**src/rtl/fetch_unit_if.sv**
```systemverilog
// Instruction-memory bus between the fetch unit (master) and instruction memory (slave).
// Request and response each use a valid/ready handshake.
interface fetch_unit_if #(
   parameter int unsigned XLEN = 32
);
   logic            imem_req_valid;
   logic            imem_req_ready;
   logic [XLEN-1:0] imem_addr;
   logic            imem_rsp_valid;
   logic            imem_rsp_ready;
   logic [31:0]     imem_rsp_data;

   modport master (
      output imem_req_valid,
      output imem_addr,
      output imem_rsp_ready,
      input  imem_req_ready,
      input  imem_rsp_valid,
      input  imem_rsp_data
   );

   modport slave (
      input  imem_req_valid,
      input  imem_addr,
      input  imem_rsp_ready,
      output imem_req_ready,
      output imem_rsp_valid,
      output imem_rsp_data
   );
endinterface

```
**src/rtl/fetch_unit.sv**
```systemverilog
// RV32I fetch stage: owns the PC, keeps one request outstanding to instruction memory,
// holds one instruction for decode and squashes wrong-path fetches on redirect.
module fetch_unit #(
   parameter int unsigned     XLEN      = 32,
   parameter logic [XLEN-1:0] RESET_PC  = '0,
   parameter logic [31:0]     NOP_INSTR = 32'h0000_0013
) (
   input  logic            clk,
   input  logic            reset,
   fetch_unit_if.master    imem,
   output logic            instr_valid,
   input  logic            instr_ready,
   output logic [31:0]     Instr,
   output logic [XLEN-1:0] PC,
   output logic [XLEN-1:0] PCPlus4,
   input  logic            PCSrc,
   input  logic [XLEN-1:0] PCTarget
);

   typedef enum logic [0:0] {StReq, StWait} state_e;

   state_e          state_q;
   logic [XLEN-1:0] fetch_pc_q;
   logic [XLEN-1:0] inflight_pc_q;
   logic            kill_q;

   logic consume;
   logic redirect;
   logic req_hs;
   logic rsp_hs;

   assign consume  = instr_valid & instr_ready;
   assign redirect = consume & PCSrc;

   assign imem.imem_req_valid = ~reset & (state_q == StReq);
   assign imem.imem_addr      = fetch_pc_q;
   // A killed response is always drained, even with the slot full.
   assign imem.imem_rsp_ready = ~reset & (state_q == StWait) &
                                (kill_q | ~instr_valid | instr_ready);

   assign req_hs = imem.imem_req_valid & imem.imem_req_ready;
   assign rsp_hs = imem.imem_rsp_valid & imem.imem_rsp_ready;

   assign PCPlus4 = PC + XLEN'(4);

   always_ff @(posedge clk) begin
      if (reset) begin
         state_q       <= StReq;
         fetch_pc_q    <= RESET_PC;
         inflight_pc_q <= RESET_PC;
         kill_q        <= 1'b0;
         instr_valid   <= 1'b0;
         Instr         <= NOP_INSTR;
         PC            <= RESET_PC;
      end else begin
         if (consume) begin
            instr_valid <= 1'b0;
            Instr       <= NOP_INSTR;
         end
         unique case (state_q)
            StReq: begin
               if (req_hs) begin
                  inflight_pc_q <= fetch_pc_q;
                  fetch_pc_q    <= fetch_pc_q + XLEN'(4);
                  state_q       <= StWait;
                  // Request accepted alongside a redirect is already wrong-path.
                  kill_q        <= redirect;
               end
            end
            StWait: begin
               if (rsp_hs) begin
                  state_q <= StReq;
                  kill_q  <= 1'b0;
                  if (!(kill_q || redirect)) begin
                     Instr       <= imem.imem_rsp_data;
                     PC          <= inflight_pc_q;
                     instr_valid <= 1'b1;
                  end
               end else if (redirect) begin
                  kill_q <= 1'b1;
               end
            end
         endcase
         if (redirect) fetch_pc_q <= PCTarget;
      end
   end

endmodule
```
**src/flat_wrapper.sv**
```systemverilog
// flat-port wrapper written by rule: the top's interface ports become plain ports
module fetch_unit_flat 
#(
   parameter int unsigned     XLEN      = 32,
   parameter logic [XLEN-1:0] RESET_PC  = '0,
   parameter logic [31:0]     NOP_INSTR = 32'h0000_0013
)
  (clk, reset, instr_valid, instr_ready, Instr, PC, PCPlus4, PCSrc, PCTarget, imem_imem_req_valid, imem_imem_addr, imem_imem_rsp_ready, imem_imem_req_ready, imem_imem_rsp_valid, imem_imem_rsp_data);
  fetch_unit_if #(.XLEN(XLEN)) imem_i ();
  input  logic clk;
  input  logic reset;
  output logic instr_valid;
  input  logic instr_ready;
  output logic [31:0] Instr;
  output logic [XLEN-1:0] PC;
  output logic [XLEN-1:0] PCPlus4;
  input  logic PCSrc;
  input  logic [XLEN-1:0] PCTarget;
  output wire logic [$bits(imem_i.imem_req_valid)-1:0] imem_imem_req_valid;
  output wire logic [$bits(imem_i.imem_addr)-1:0] imem_imem_addr;
  output wire logic [$bits(imem_i.imem_rsp_ready)-1:0] imem_imem_rsp_ready;
  input wire logic [$bits(imem_i.imem_req_ready)-1:0] imem_imem_req_ready;
  input wire logic [$bits(imem_i.imem_rsp_valid)-1:0] imem_imem_rsp_valid;
  input wire logic [$bits(imem_i.imem_rsp_data)-1:0] imem_imem_rsp_data;
  assign imem_imem_req_valid = imem_i.imem_req_valid;
  assign imem_imem_addr = imem_i.imem_addr;
  assign imem_imem_rsp_ready = imem_i.imem_rsp_ready;
  assign imem_i.imem_req_ready = imem_imem_req_ready;
  assign imem_i.imem_rsp_valid = imem_imem_rsp_valid;
  assign imem_i.imem_rsp_data = imem_imem_rsp_data;
  fetch_unit #(.XLEN(XLEN), .RESET_PC(RESET_PC), .NOP_INSTR(NOP_INSTR)) u_core (.clk(clk), .reset(reset), .imem(imem_i), .instr_valid(instr_valid), .instr_ready(instr_ready), .Instr(Instr), .PC(PC), .PCPlus4(PCPlus4), .PCSrc(PCSrc), .PCTarget(PCTarget));
endmodule
```
**config.mk**
```make
export PLATFORM = sky130hd
export DESIGN_NAME = fetch_unit_flat
export DESIGN_NICKNAME = d
export VERILOG_FILES = /design/src/rtl/fetch_unit_if.sv /design/src/rtl/fetch_unit.sv /design/src/flat_wrapper.sv
export SDC_FILE = /design/constraint.sdc
export NUM_CORES = 1
export LEC_CHECK = 0
export BUFFER_PORTS_ARGS = -buffer_cell sky130_fd_sc_hd__buf_2
export CAP_MARGIN = 5
export CORE_MARGIN = 4
export CORE_UTILIZATION = 40
export CTS_BUF_LIST = sky130_fd_sc_hd__clkbuf_8
export DETAILED_ROUTE_END_ITERATION = 8
export GPL_TIMING_DRIVEN = 0
export PLACE_DENSITY = 0.66
export REMOVE_ABC_BUFFERS = 1
export SYNTH_ARGS = -nofsm -noshare
export SYNTH_HDL_FRONTEND = slang
export SYNTH_SLANG_ARGS = --single-unit
```
**constraint.sdc**
```tcl
create_clock -name clk -period 5.71 [get_ports clk]
set_clock_uncertainty 0.15 [all_clocks]
set_input_delay 0.2855 -clock clk [delete_from_list [all_inputs] [get_ports clk]]
set_output_delay 0.2855 -clock clk [all_outputs]
set_load 0.005 [all_outputs]
```
# Word level (Yosys, flattened, before mapping)

Index checks and enable logic that the tools add are counted.

Add/sub/neg operators: 2
Equality and inequality tests: 3
Mux-type cells: 18
Bitwise logic cells: 13
Reductions and logical operators: 6

Operators with widths:

| kind                                                            | count |
|---|---|
| 32-bit two-way mux                                              | 7 |
| 32-bit by 3-bit adder with 32-bit output, second input constant | 2 |
| 1-bit two-way mux                                               | 9 |
| 1-bit bitwise AND                                               | 7 |
| 2-bit AND reduction                                             | 3 |
| 1-bit inverter                                                  | 4 |
| 1-bit one-hot mux with 2 select lines                           | 2 |
| 3-bit != test, second input constant                            | 1 |
| 3-bit AND reduction                                             | 1 |
| 2-bit by 1-bit != test with 1-bit output, second input constant | 1 |
| 2-bit != test, second input constant                            | 1 |
| 1-bit OR                                                        | 2 |
| 2-bit nonzero test                                              | 1 |
| 1-bit logical OR                                                | 1 |

Bits in registers: 131
Input port bits: 70
Output and inout port bits: 131

# Longest topological paths before layout

Gate-level depths: netlist of the first run.

Depth after elaboration: 7
Depth in mapped cells: 7
Depth with buffers taken out: 6

# Worst setup path before layout of the first run

Ideal clock, no wire load.

Kind: reg-to-output
Start point: register u_core.PC[2]
End point: output PCPlus4[30]
Arrival: 1.620 ns
Setup slack: 3.655 ns
Stages on the path, launching flop included: 8
Buffers on the path: 1
Path through: dfxtp_1 > ha_1 > and3_1 > clkbuf_1 > nand3_1 > nor2_1 > nand4_1 > xnor2_1

Word-level cells in the longest chain between the ends: 1

Ends and longest elaborated chain:

| item                                     | RTL line           | text |
|---|---|---|
| from (decl)                              | fetch_unit.sv:14   | `output logic [XLEN-1:0] PC,` |
| from (signal assigned)                   | fetch_unit.sv:76   | `PC <= inflight_pc_q;` |
| 32-bit by 3-bit adder with 32-bit output | fetch_unit.sv:44   | `assign PCPlus4 = PC + XLEN'(4);` |
| to (decl)                                | flat_wrapper.sv:16 | `output logic [XLEN-1:0] PCPlus4;` |

No other way between the ends.

# Worst setup path in the final report of the first run

Start point: register u_core.PC[6]
End point: output PCPlus4[27]

Same word-level chain as after synthesis.

==> results.txt, run 1 <==
The layout filler cell count is 1339. The post-route total power came out at 1.983 mW. The worst-path cell with the longest stage delay is sky130_fd_sc_hd__nor2b_1. The path class of the tightest hold or removal check is in -> reg. The relative max-transition margin is 0.3099. The final cell count without fillers is 1162.

The worst register-to-register path ends at u_core.Instr[25]. The number of I/O port buffers is 200. In this design, the critical path's most frequently occurring cell is sky130_fd_sc_hd__and4_1.

The count of final max-slew check failures is 0. The number of antenna diodes came out at 0. In this run the most critical hold path is launched from PCTarget[21]. The count of cell types in the netlist is 37. Timing would allow up to 336.9 MHz.

The via count of the first global-routing pass is 5498. Summed over all nets, wire length on met3 after detailed routing comes to 819 um. Routed signal wires occupy layers up through met4. The synthesized design spends more area on one cell type than any other, namely sky130_fd_sc_hd__dfxtp_1. The synthesized instance count came out at 726.

The sequential cells in the finished layout cover a total of 2623 sq um. The number of failing hold endpoints at the final stage came out at 0. The number of H-tree levels is 4. For the worst flop-to-flop path, the logic depth is 6. By area the synthesized netlist is led by sky130_fd_sc_hd__dfxtp_1, sky130_fd_sc_hd__nand2_1, sky130_fd_sc_hd__a21oi_1, sky130_fd_sc_hd__nand3_1, sky130_fd_sc_hd__xnor2_1.

The leakage power of the design came out at 3.380 nW. The setup-violating endpoint count in the final report is 0. The I/O pin count is 201. The number of stages on the worst hold path came out at 3. The number of gates resized after CTS was 0. The initial detailed-routing violation count came out at 328. The floorplan step set the die height to 128.2 um.

The biggest cell delay along the critical path is 0.49 ns. The via density per instance came out at 4.904. Once detailed placement completed, the half-perimeter wirelength came to 11700 um. The area occupied by multi-input gates is 2957 sq um. In the final layout, the share of cells above drive strength 1 is 0.2515.

The wire length reported by the detailed router came out at 16890 um. The number of remaining DRC errors is 0. The number of clock sinks is 131. The mean instance size in the synthesized netlist came out at 7.955 sq um.

The net count of the finished layout is 1042. The worst-skew pair later-pin latency came out at 0.44 ns. The data required time at the worst endpoint is 5.27 ns.

The initial utilization of the core area, before any placement, comes to 0.4129. The pre-CTS worst setup slack came out at 2.767 ns. The arrival time at the worst endpoint came out at 2.53 ns. The first TritonRoute pass finished after 4 iterations. Setup repair after global routing left no endpoint under its margin. The total routed wire length on the met1 layer is 7499 um.

The cell sitting at the root of the clock tree is a sky130_fd_sc_hd__clkbuf_8. The area growth from synthesis to final layout is 40.10%. After clock tree synthesis, the clock-pin slew on the worst setup and hold paths is 0.07 ns.

Entering global routing, the biggest net connects 102 pins. Across all hold checks on the routed design, the worst slack comes to 0.06864 ns. In this run the critical register-to-register path is launched from u_core.instr_valid. In this run the standard cell core region covers 13990 sq um. The overall track demand over capacity in global routing came out at 0.2050. The power density over cell area came out at 245.1 nW/um^2.

The setup slack of the worst register-to-register path is 2.86 ns. Of the synthesized area, sequential elements account for 0.4541. The mapped cell area is 5776 sq um. The slew at the pin with the worst max-slew slack is 1.033 ns.

The post-synthesis register bit count is 131. The number of rows created at floorplan is 43. The placed cell count is 1067. Traced cell by cell, the critical path runs through and4_1 -> and3_1 -> nor2b_1 -> and4_1 -> xor2_1 -> buf_2. For hold timing, the worst endpoint is u_core.imem.imem_addr[21]. Across the VDD grid, the largest voltage drop is 126.7 uV.

Of the post-synthesis cell area, the dominant cell type holds 0.4541. The post-layout worst setup margin came out at 2.742 ns. The clock buffer count from CTS came out at 17. The worst setup path is launched from a flop. The number of antenna violations at the first check in global routing is 0. The flow ran to the end, and the final reports show no timing, DRC or antenna violations. The type of the setup path with the least slack is reg -> out. The worst setup path is captured at a primary output. Global routing finished with a remaining overflow of 0. The number of warnings printed during yosys synthesis came out at 0. The routed wire length per instance came out at 14.54 um.

The floorplan step set the die width to 128.2 um. The via total after detailed routing is 5699. The congestion estimate from routability-driven global placement came to 0.7783. The max-cap check violation count is 0. Along the worst path, the maximum fanout reaches 7.

The number of buffers on the longest clock path is 2. TritonCTS built the clock tree. The final critical path time including I/O delays and setup is 2.968 ns. The fraction of the cycle the final worst path needs came out at 0.5199. The wire length of the first global-routing pass came out at 27320 um. The overall die area is 16430 sq um.

The number of nets with antenna violations after routing is 0. After detailed routing, the met2 layer carries 8215 um of wire.
per-layer routing:
layer,track usage,up-vias
met5,0,-
met4,0.08115,0
met3,0.05333,26
met2,0.3398,150
met1,0.2544,2568
li1,-,2955
Yosys cell counts, drive strengths merged:
cell type  count
or3b           1
nor4           5
nand4         19
a211oi        26
o21ai         31
and3           7
nand3         59
nand3b         4
nor3b          1
o311ai         1
a21oi         66
nand4b         1
o21bai         4
mux2i          1
xor2          27
dfxtp        131
buf            8
o211ai         1
clkbuf        40
nor2          52
nor3           7
o22ai          1
and4           5
ha             2
and2           3
or4            2
inv            7
nor2b          2
nand2b        32
a311oi         2
xnor2         27
nand2        151
metrics by stage:
step	instance area, sq um	util	TNS, ns
final	8092	0.5784	0
after global routing	8092	0.5784	0
after detailed placement	6993	0.4999	0
after floorplan	5584	-	0
after CTS	8092	0.5784	0
after global placement	6810	0.4869	-107.28
final cells by class:
| class | instances | area share |
|---|---|---|
| clock buffer | 20 | 0.03402 |
| clock inverter | 11 | 0.02258 |
| inverter | 7 | 0.003247 |
| multi-input combinational | 540 | 0.3654 |
| sequential | 131 | 0.3241 |
| tap | 180 | 0.02783 |
| timing repair buffer | 273 | 0.2228 |
cell families after synthesis:
logic type	share of synthesized area
simple gates	0.2903
xor+xnor	0.08189
buf+inv	0.03770
flops	0.4541
compound gates	0.1300
mux	0.001733
fa+ha+maj	0.004332
cell usage in the layout (no fill, tap or decap), types with 2 or more instances in the layout:
master,count
sky130_fd_sc_hd__and4_1,5
sky130_fd_sc_hd__bufinv_16,5
sky130_fd_sc_hd__xor2_1,27
sky130_fd_sc_hd__buf_8,2
sky130_fd_sc_hd__nand2b_1,32
sky130_fd_sc_hd__nor2b_1,2
sky130_fd_sc_hd__dfxtp_1,131
sky130_fd_sc_hd__o21ai_0,31
sky130_fd_sc_hd__nand4_1,19
sky130_fd_sc_hd__nand3_2,2
sky130_fd_sc_hd__o21bai_1,4
sky130_fd_sc_hd__nor4_4,2
sky130_fd_sc_hd__and3_1,7
sky130_fd_sc_hd__nor4_1,3
sky130_fd_sc_hd__inv_1,8
sky130_fd_sc_hd__clkinv_2,4
sky130_fd_sc_hd__buf_16,2
sky130_fd_sc_hd__buf_12,2
sky130_fd_sc_hd__buf_2,199
sky130_fd_sc_hd__clkbuf_8,20
sky130_fd_sc_hd__buf_6,3
sky130_fd_sc_hd__a21oi_1,66
sky130_fd_sc_hd__nand2_1,151
sky130_fd_sc_hd__and2_1,3
sky130_fd_sc_hd__nand3b_1,4
sky130_fd_sc_hd__a311oi_1,2
sky130_fd_sc_hd__nand3_1,57
sky130_fd_sc_hd__nor2_1,52
sky130_fd_sc_hd__xnor2_1,27
sky130_fd_sc_hd__ha_1,2
sky130_fd_sc_hd__nor3_1,6
sky130_fd_sc_hd__a211oi_1,26
sky130_fd_sc_hd__dlygate4sd3_1,64
power breakdown:
part,internal [mW],leakage [nW],switching (mW)
Combinational,0.0787,2.08,0.0672
Sequential,0.926,1.06,0.0121
Clock,0.549,0.240,0.350
Total,1.55,3.38,0.429
worst max-delay path, delay by kind of cell, from the launching register on:
family,cells,cell delay [ns]
XOR/XNOR,1,0.14
buffers and inverters,1,0.14
flip-flops,1,0.44
AND/OR/NAND/NOR,4,1.38
registers in the layout (all words and copies together) (netlist names):
signal and flops:
u_core.Instr 32, u_core.PC 32, u_core.imem.imem_addr 32, u_core.inflight_pc_q 32
u_core.instr_valid 1, u_core.kill_q 1, u_core.state_q 1
worst max path at each step:
stage | from | end | slack, ns | cells past startpoint
finish | u_core.PC[6] | PCPlus4[27] | 2.74 | 6
global route | u_core.PC[2] | PCPlus4[26] | 2.46 | 7
CTS | u_core.PC[2] | PCPlus4[30] | 2.68 | 7
detailed placement | reset | u_core.Instr[25] | 2.77 | 7
global placement | u_core.instr_valid | u_core.PC[18] | -2.09 | 5
floorplan | u_core.instr_valid | u_core.Instr[10] | 0.87 | 5
what timing repair did:
item,CTS,global route
hold buffers,64,0
hold endpoints to repair,65,0
buffers inserted,0,0
(Power assumes the default switching activity.)
==> run 2, diff against run 1 <==
- PLACE_DENSITY: 0.66 -> 0.69
- clock period: 5.71 -> 2.6 ns (I/O delays scaled with it)
==> results.txt, run 2 (synthesis results as in run 1) <==
The flow ran to the end, and the final reports show no timing, DRC or antenna violations. The relative max-transition margin is 0.3044 (-0.005499). The overall track demand over capacity in global routing came out at 0.2092 (+0.004178). TritonCTS built the clock tree. The sum of overflow across all layers after global routing came out at 0 (unchanged). The via count of the first global-routing pass is 5570 (+1.3%). The worst setup path is captured at a flop. The worst-skew pair later-pin latency came out at 0.44 ns (about the same). The number of clock sinks came to 131 (unchanged). The power density over cell area came out at 515.0 nW/um^2 (+110%). The data required time at the worst endpoint is 2.74 ns (-2.53 ns). Clock tree synthesis selected as its root buffer the cell sky130_fd_sc_hd__clkbuf_8. The pin count of the biggest net entering global routing is 78 (-24%). The number of H-tree levels came out at 4 (unchanged). The number of nets with antenna violations after routing is 0 (unchanged). Dividing the final minimum period by the clock period gives 0.9437. The number of I/O port buffers is 200 (unchanged).

The kind of cell with the highest combined delay on the critical path is simple AND/OR/NAND/NOR gates. The number of rows created at floorplan came out at 43 (unchanged). The area of the core came to 13990 sq um (unchanged). In the layout the commonest cells are sky130_fd_sc_hd__buf_2, sky130_fd_sc_hd__nand2_1, sky130_fd_sc_hd__dfxtp_1. The number of cells on the worst reg-to-reg path came out at 7 (+1). The biggest cell delay along the critical path came out at 0.60 ns (+0.11 ns). The most common cell after layout, fill and taps aside is sky130_fd_sc_hd__buf_2. The wire length reported by the detailed router is 17750 um (+5.0%). The post-route total power is 4.209 mW (+110%). The count of final max-slew check failures came out at 0 (unchanged).

The max-cap check violation count is 0 (unchanged). The final RePlAce weighted congestion came out at 0.8123 (+4.4%). The area growth from synthesis to final layout came out at 41.51%. In this run the critical register-to-register path is captured at u_core.Instr[19].

The number of antenna violations at the first check in global routing came out at 0 (unchanged). The die span in x is 128.2 um (unchanged). The initial detailed-routing violation count came out at 372 (+13%). The via total after detailed routing came out at 5849 (+2.6%). The routed wire length per instance came out at 15.17 um (+4.3%). The startpoint identified for the worst hold timing path is reset.

The initial standard-cell utilization of the core is 0.4129 (unchanged). The register clock-pin slew on the reported worst setup and hold paths is 0.07 ns (about the same). The number of remaining DRC errors came to 0 (unchanged). The layout filler cell count was 1289 (-3.7%). The worst register-to-register path begins at u_core.instr_valid.

In this run the worst hold path is classified as in -> reg. The share of cells above drive strength 1 came out at 0.2646 (+0.01312). The I/O pin count came to 201 (unchanged). The largest individual stage delay along the critical path comes from the cell sky130_fd_sc_hd__or4_4. The final critical path time including I/O delays and setup is 2.454 ns.

Walking the worst path, the cells encountered are nand3_4 -> buf_12 -> nand2b_1 -> or4_4 -> buf_12 -> nand3_1 -> a21oi_1. The critical path startpoint category is a flop. The arrival time at the worst endpoint came to 2.59 ns (+0.06 ns). For hold timing, the worst endpoint is u_core.Instr[26]. The slew at the pin with the worst max-slew slack came to 1.041 ns (+0.008228 ns). The leakage power of the design was 3.400 nW (+0.59%). The setup-violating endpoint count in the final report is 0 (unchanged). The clock buffer count from CTS came out at 17 (unchanged).

The count of TritonRoute iterations in the first routing pass is 5 (+1). The via density per instance came out at 4.999 (+1.9%). The die boundary height is 128.2 um (unchanged). The final standard cell area without fillers is 8173 sq um (+1.0%). The post-place instance area came out at 6994 sq um (about the same). The overall die area is 16430 sq um (unchanged). The largest vdd supply drop came out at 300.0 uV (+140%). The net total in the final layout came out at 1049 (+0.67%). The number of stages on the worst hold path came out at 2 (-1). The maximum fanout encountered on the critical timing path is 46 (+39). The number of failing hold endpoints at the final stage is 0 (unchanged).

The count of buffer and inverter cells on the critical path is 2 (+1). The post-detailed-placement half-perimeter wirelength came out at 11680 um (-0.16%). The setup path with the least slack is of type reg -> reg. The number of antenna diodes is 0 (unchanged). The wire length of the first global-routing pass is 27860 um (+2.0%). The maximum clock rate is 407.6 MHz.

Counting stages on the worst path, the most repeated cell is sky130_fd_sc_hd__buf_12. The setup slack of the worst register-to-register path came out at 0.15 ns (-2.71 ns). The number of buffers on the longest clock path came to 2 (unchanged).
## run 2: cell types whose count changed in the layout (fill, tap and decap cells not counted), sizes merged
cell / delta
inv: +1
clkbuf: +1
bufinv: -2
clkinvlp: +1
nand3: +1
buf: +2
dlygate4sd3: +4
## run 2: worst max path at each step
stage	from	slack [ns]	cells after the start	end
5_1_grt	u_core.PC[5]	-0.002	6	PCPlus4[27]
2_1_floorplan	u_core.instr_valid	-2.24	5	u_core.Instr[10]
6_report	u_core.instr_valid	0.15	7	u_core.Instr[19]
3_3_place_gp	u_core.instr_valid	-5.14	5	u_core.PC[17]
3_5_place_dp	u_core.instr_valid	-0.38	7	u_core.Instr[19]
4_1_cts	u_core.PC[4]	0.04	6	PCPlus4[27]
## run 2: what timing repair did
action,in CTS,in global routing
endpoints found under the hold margin,67,0
resized for setup,8,9
gates cloned,0,1
endpoints found under the setup margin,78,27
hold buffers,68,0
pin swaps,1,3
setup buffers,1,2
## run 2: layout make-up
type	instances	area (sq um)	share of cell area
multi-input combinational	541	3003	0.3674
sequential	131	2629	0.3216
timing repair buffer	279	1867	0.2284
clock buffer	21	289.0	0.03536
tap	180	225.2	0.02756
clock inverter	11	133.9	0.01638
inverter	7	26.28	0.003215
## run 2: power by group
group / internal [mW] / leakage [nW] / switching [mW]
Combinational: 0.179 / 2.12 / 0.156
Sequential: 2.03 / 1.06 / 0.0278
Clock: 1.04 / 0.224 / 0.775
## run 2: worst register-to-register path, cell delays in order, from the launching register on
cell and delay, ns:
sky130_fd_sc_hd__dfxtp_1 0.43, sky130_fd_sc_hd__nand3_4 0.26, sky130_fd_sc_hd__buf_12 0.23, sky130_fd_sc_hd__nand2b_1 0.15, sky130_fd_sc_hd__or4_4 0.60, sky130_fd_sc_hd__buf_12 0.26, sky130_fd_sc_hd__nand3_1 0.12, sky130_fd_sc_hd__a21oi_1 0.11
## run 2: per-stage QoR
stage | worst slack, ns | hold slack (ns) | util | std cells | TNS, ns
2_1_floorplan | -2.238 | 0.04907 | - | 678 | -144.61
3_3_place_gp | -5.138 | 0.2206 | 0.4869 | 1058 | -387.34
3_5_place_dp | -0.3806 | 0.2255 | 0.5000 | 1066 | -17.54
4_1_cts | 0.03661 | 0.03809 | 0.5814 | 1167 | 0
5_1_grt | -0.001693 | 0.06303 | 0.5843 | 1170 | -0.001693
6_report | 0.1464 | 0.04146 | 0.5843 | 1170 | 0
## run 2: per-layer routing
metal  GRT usage  wire length, um  up-vias
met1      0.2644             7743     2649
met4     0.08115              387        0
met3     0.04292              902       33
li1            -                -     2984
met5           0                0        -
met2      0.3503             8712      183
==> run 3, diff against run 2 <==
- CORE_ASPECT_RATIO: unset -> 0.8
- CORE_MARGIN: 4 -> 1
==> results.txt, run 3 (synthesis results as in run 1) <==
The flow ran to the end, and the final reports show no timing, DRC or antenna violations. The setup-violating endpoint count in the final report is 0 (unchanged). In this run the critical register-to-register path is captured at u_core.Instr[20]. The number of remaining DRC errors came to 0 (unchanged). The maximum clock rate is 409.8 MHz (+0.56%). The fraction of the cycle the final worst path needs is 0.9384 (-0.005262). The arrival time at the worst endpoint is 2.16 ns (-0.43 ns). The via total after detailed routing is 5831 (-0.31%).

The overall track demand over capacity in global routing was 0.2236 (+0.01446). The power density over cell area came out at 483.2 nW/um^2 (-6.2%). The wire length reported by the detailed router came out at 16880 um (-4.9%). The number of stages on the worst hold path is 2 (unchanged). The slew at the pin with the worst max-slew slack is 1.054 ns (+0.01327 ns). The sum of overflow across all layers after global routing came out at 0 (unchanged). In this run the critical register-to-register path is launched from u_core.instr_valid. The area occupied by multi-input gates is 2990 sq um (-0.42%). The number of buffers on the longest clock path is 2 (unchanged).

Setup repair after global routing left no endpoint under its margin. The routed wire length per instance came out at 14.47 um (-4.6%). The I/O pin count came out at 201 (unchanged). The worst-skew pair later-pin latency came out at 0.44 ns (about the same). The die boundary height came to 109.5 um (-15%).

The worst setup path is launched from a flop. Clock tree synthesis selected as its root buffer the cell sky130_fd_sc_hd__clkbuf_8. The worst hold path belongs to the class in -> reg. The initial standard-cell utilization of the core was 0.4174 (+0.004555). The library cell used most frequently in the layout, excluding fill and tap cells, is sky130_fd_sc_hd__buf_2. The register clock-pin slew on the reported worst setup and hold paths came out at 0.08 ns (about the same). The post-route setup TNS came out at 0 ns (unchanged). The max-cap check violation count came out at 0 (unchanged). STA classifies the critical path endpoint as a primary output. The largest vdd supply drop is 289.3 uV (-3.6%). The area of the core came out at 13840 sq um (-1.1%).

The clock group share of total power came out at 0.385 (-0.046). The wire length of the first global-routing pass was 25740 um (-7.6%). For hold timing, the worst endpoint is u_core.Instr[27]. The number of clock sinks came to 131 (unchanged). The overall die area was 14930 sq um (-9.1%).

The number of rows created at floorplan was 38 (-12%). The initial detailed-routing violation count is 340 (-8.6%). The critical path is of the reg -> out type.

The switching share of power is 0.2589 (+0.03127). The data required time at the worst endpoint is 2.32 ns (-0.42 ns). The internal power consumption is 2.885 mW (-11%). The final-layout worst hold slack came out at 0.08773 ns (+0.04627 ns). The area growth from synthesis to final layout came out at 39.47%.

TritonCTS built the clock tree. The final critical path time including I/O delays and setup came out at 2.440 ns (-0.01368 ns). The combinational share of power was 0.086 (+0.007).

The number of cells on the worst reg-to-reg path came out at 7 (unchanged). Leaving out fill and tap cells, the most frequent cells in the layout are sky130_fd_sc_hd__buf_2, sky130_fd_sc_hd__nand2_1, sky130_fd_sc_hd__dfxtp_1. The setup slack of the worst register-to-register path came to 0.17 ns (+0.02 ns).

The timing startpoint of the critical path is u_core.PC[4]. The layout filler cell count is 1312 (+1.8%). The number of antenna violations at the first check in global routing was 1 (+1). The die span in x is 136.3 um (+6.4%). The net total in the final layout is 1047 (-0.19%). The relative contribution of sequential cells to total power came out at 0.529 (+0.039). The count of TritonRoute iterations in the first routing pass is 5 (unchanged). The count of final max-slew check failures is 0 (unchanged).

The switching power came to 1.008 mW (+5.2%). The number of I/O port buffers came out at 200 (unchanged). The pin count of the biggest net entering global routing is 76 (-2.6%).

The share of cells above drive strength 1 came out at 0.2606 (-0.003997). The relative max-transition margin came out at 0.2955 (-0.008868). The leakage power of the design is 3.323 nW (-2.3%).

The maximum fanout encountered on the critical timing path is 6 (-87%). The via count of the first global-routing pass came out at 5068 (-9.0%). The total area of sequential cells is 2626 sq um (about the same). The via density per instance came out at 4.997 (about the same). The number of nets with antenna violations after routing came out at 0 (unchanged).

The post-detailed-placement half-perimeter wirelength is 11050 um (-5.4%). The final RePlAce weighted congestion is 0.7649 (-5.8%). The clock buffer count from CTS is 17 (unchanged).

In this run the most critical hold path is launched from reset. The number of failing hold endpoints at the final stage came out at 0 (unchanged). The number of H-tree levels was 4 (unchanged).
-- run 3: changes by cell type in the layout (fill, tap and decap cells not counted), sizes merged --
cell,delta
nand3,-1
diode,+1
buf,-1
bufinv,-3
clkinvlp,+4
clkbuf,-3
-- run 3: through the flow --
stage	setup slack, ns	std cells	power [mW]	util	instance area (sq um)
after floorplan	-2.238	678	2.189	-	5584
after global placement	-5.095	1058	2.328	0.4922	6810
after detailed placement	-0.3545	1067	2.351	0.5054	6993
after CTS	0.02434	1165	3.926	0.5797	8020
after global routing	0.02705	1167	4.045	0.5822	8055
final	0.1600	1167	3.893	0.5822	8055
-- run 3: per-layer routing --
metal	vias to the layer above	share of wire	track usage
li1	2980	-	-
met1	2632	0.47	0.3036
met2	184	0.46	0.3416
met3	35	0.045	0.04380
met4	0	0.026	0.1048
met5	-	0	0
-- run 3: final cells by class --
cell class	count	share of cell area
antenna	1	0.0003107
clock buffer	18	0.03075
clock inverter	12	0.01072
inverter	7	0.003262
multi-input combinational	540	0.3712
sequential	131	0.3260
tap	180	0.02796
timing repair buffer	278	0.2297
-- run 3: power groups by stage --
stage,Sequential (mW),Combinational [mW],Clock (mW)
2_1_floorplan,2.10,0.0859,0
3_3_place_gp,2.10,0.224,0
3_5_place_dp,2.11,0.246,0
4_1_cts,2.06,0.327,1.54
5_1_grt,2.06,0.362,1.62
6_report,2.06,0.333,1.50
-- run 3: worst max-delay path by stage --
| stage | cells past startpoint | endpoint |
|---|---|---|
| floorplan | 5 | u_core.Instr[10] |
| global placement | 5 | u_core.PC[15] |
| detailed placement | 9 | u_core.PC[12] |
| CTS | 6 | PCPlus4[27] |
| global route | 7 | u_core.Instr[25] |
| finish | 6 | PCPlus4[27] |
-- run 3: repair_timing --
action                                  4_1_cts  5_1_grt
resized for setup                             6        8
endpoints found under the setup margin       72       57
pin swaps                                     1        1
buffers inserted                              1        0
hold endpoints to repair                     67        3
hold buffers                                 67        1
-- run 3: critical path, cell delays in order (launching register included) --
cell,delay [ns]
sky130_fd_sc_hd__dfxtp_1,0.41
sky130_fd_sc_hd__and4_2,0.33
sky130_fd_sc_hd__and3_2,0.26
sky130_fd_sc_hd__nor2b_4,0.23
sky130_fd_sc_hd__and4_1,0.22
sky130_fd_sc_hd__xor2_1,0.14
sky130_fd_sc_hd__buf_2,0.12
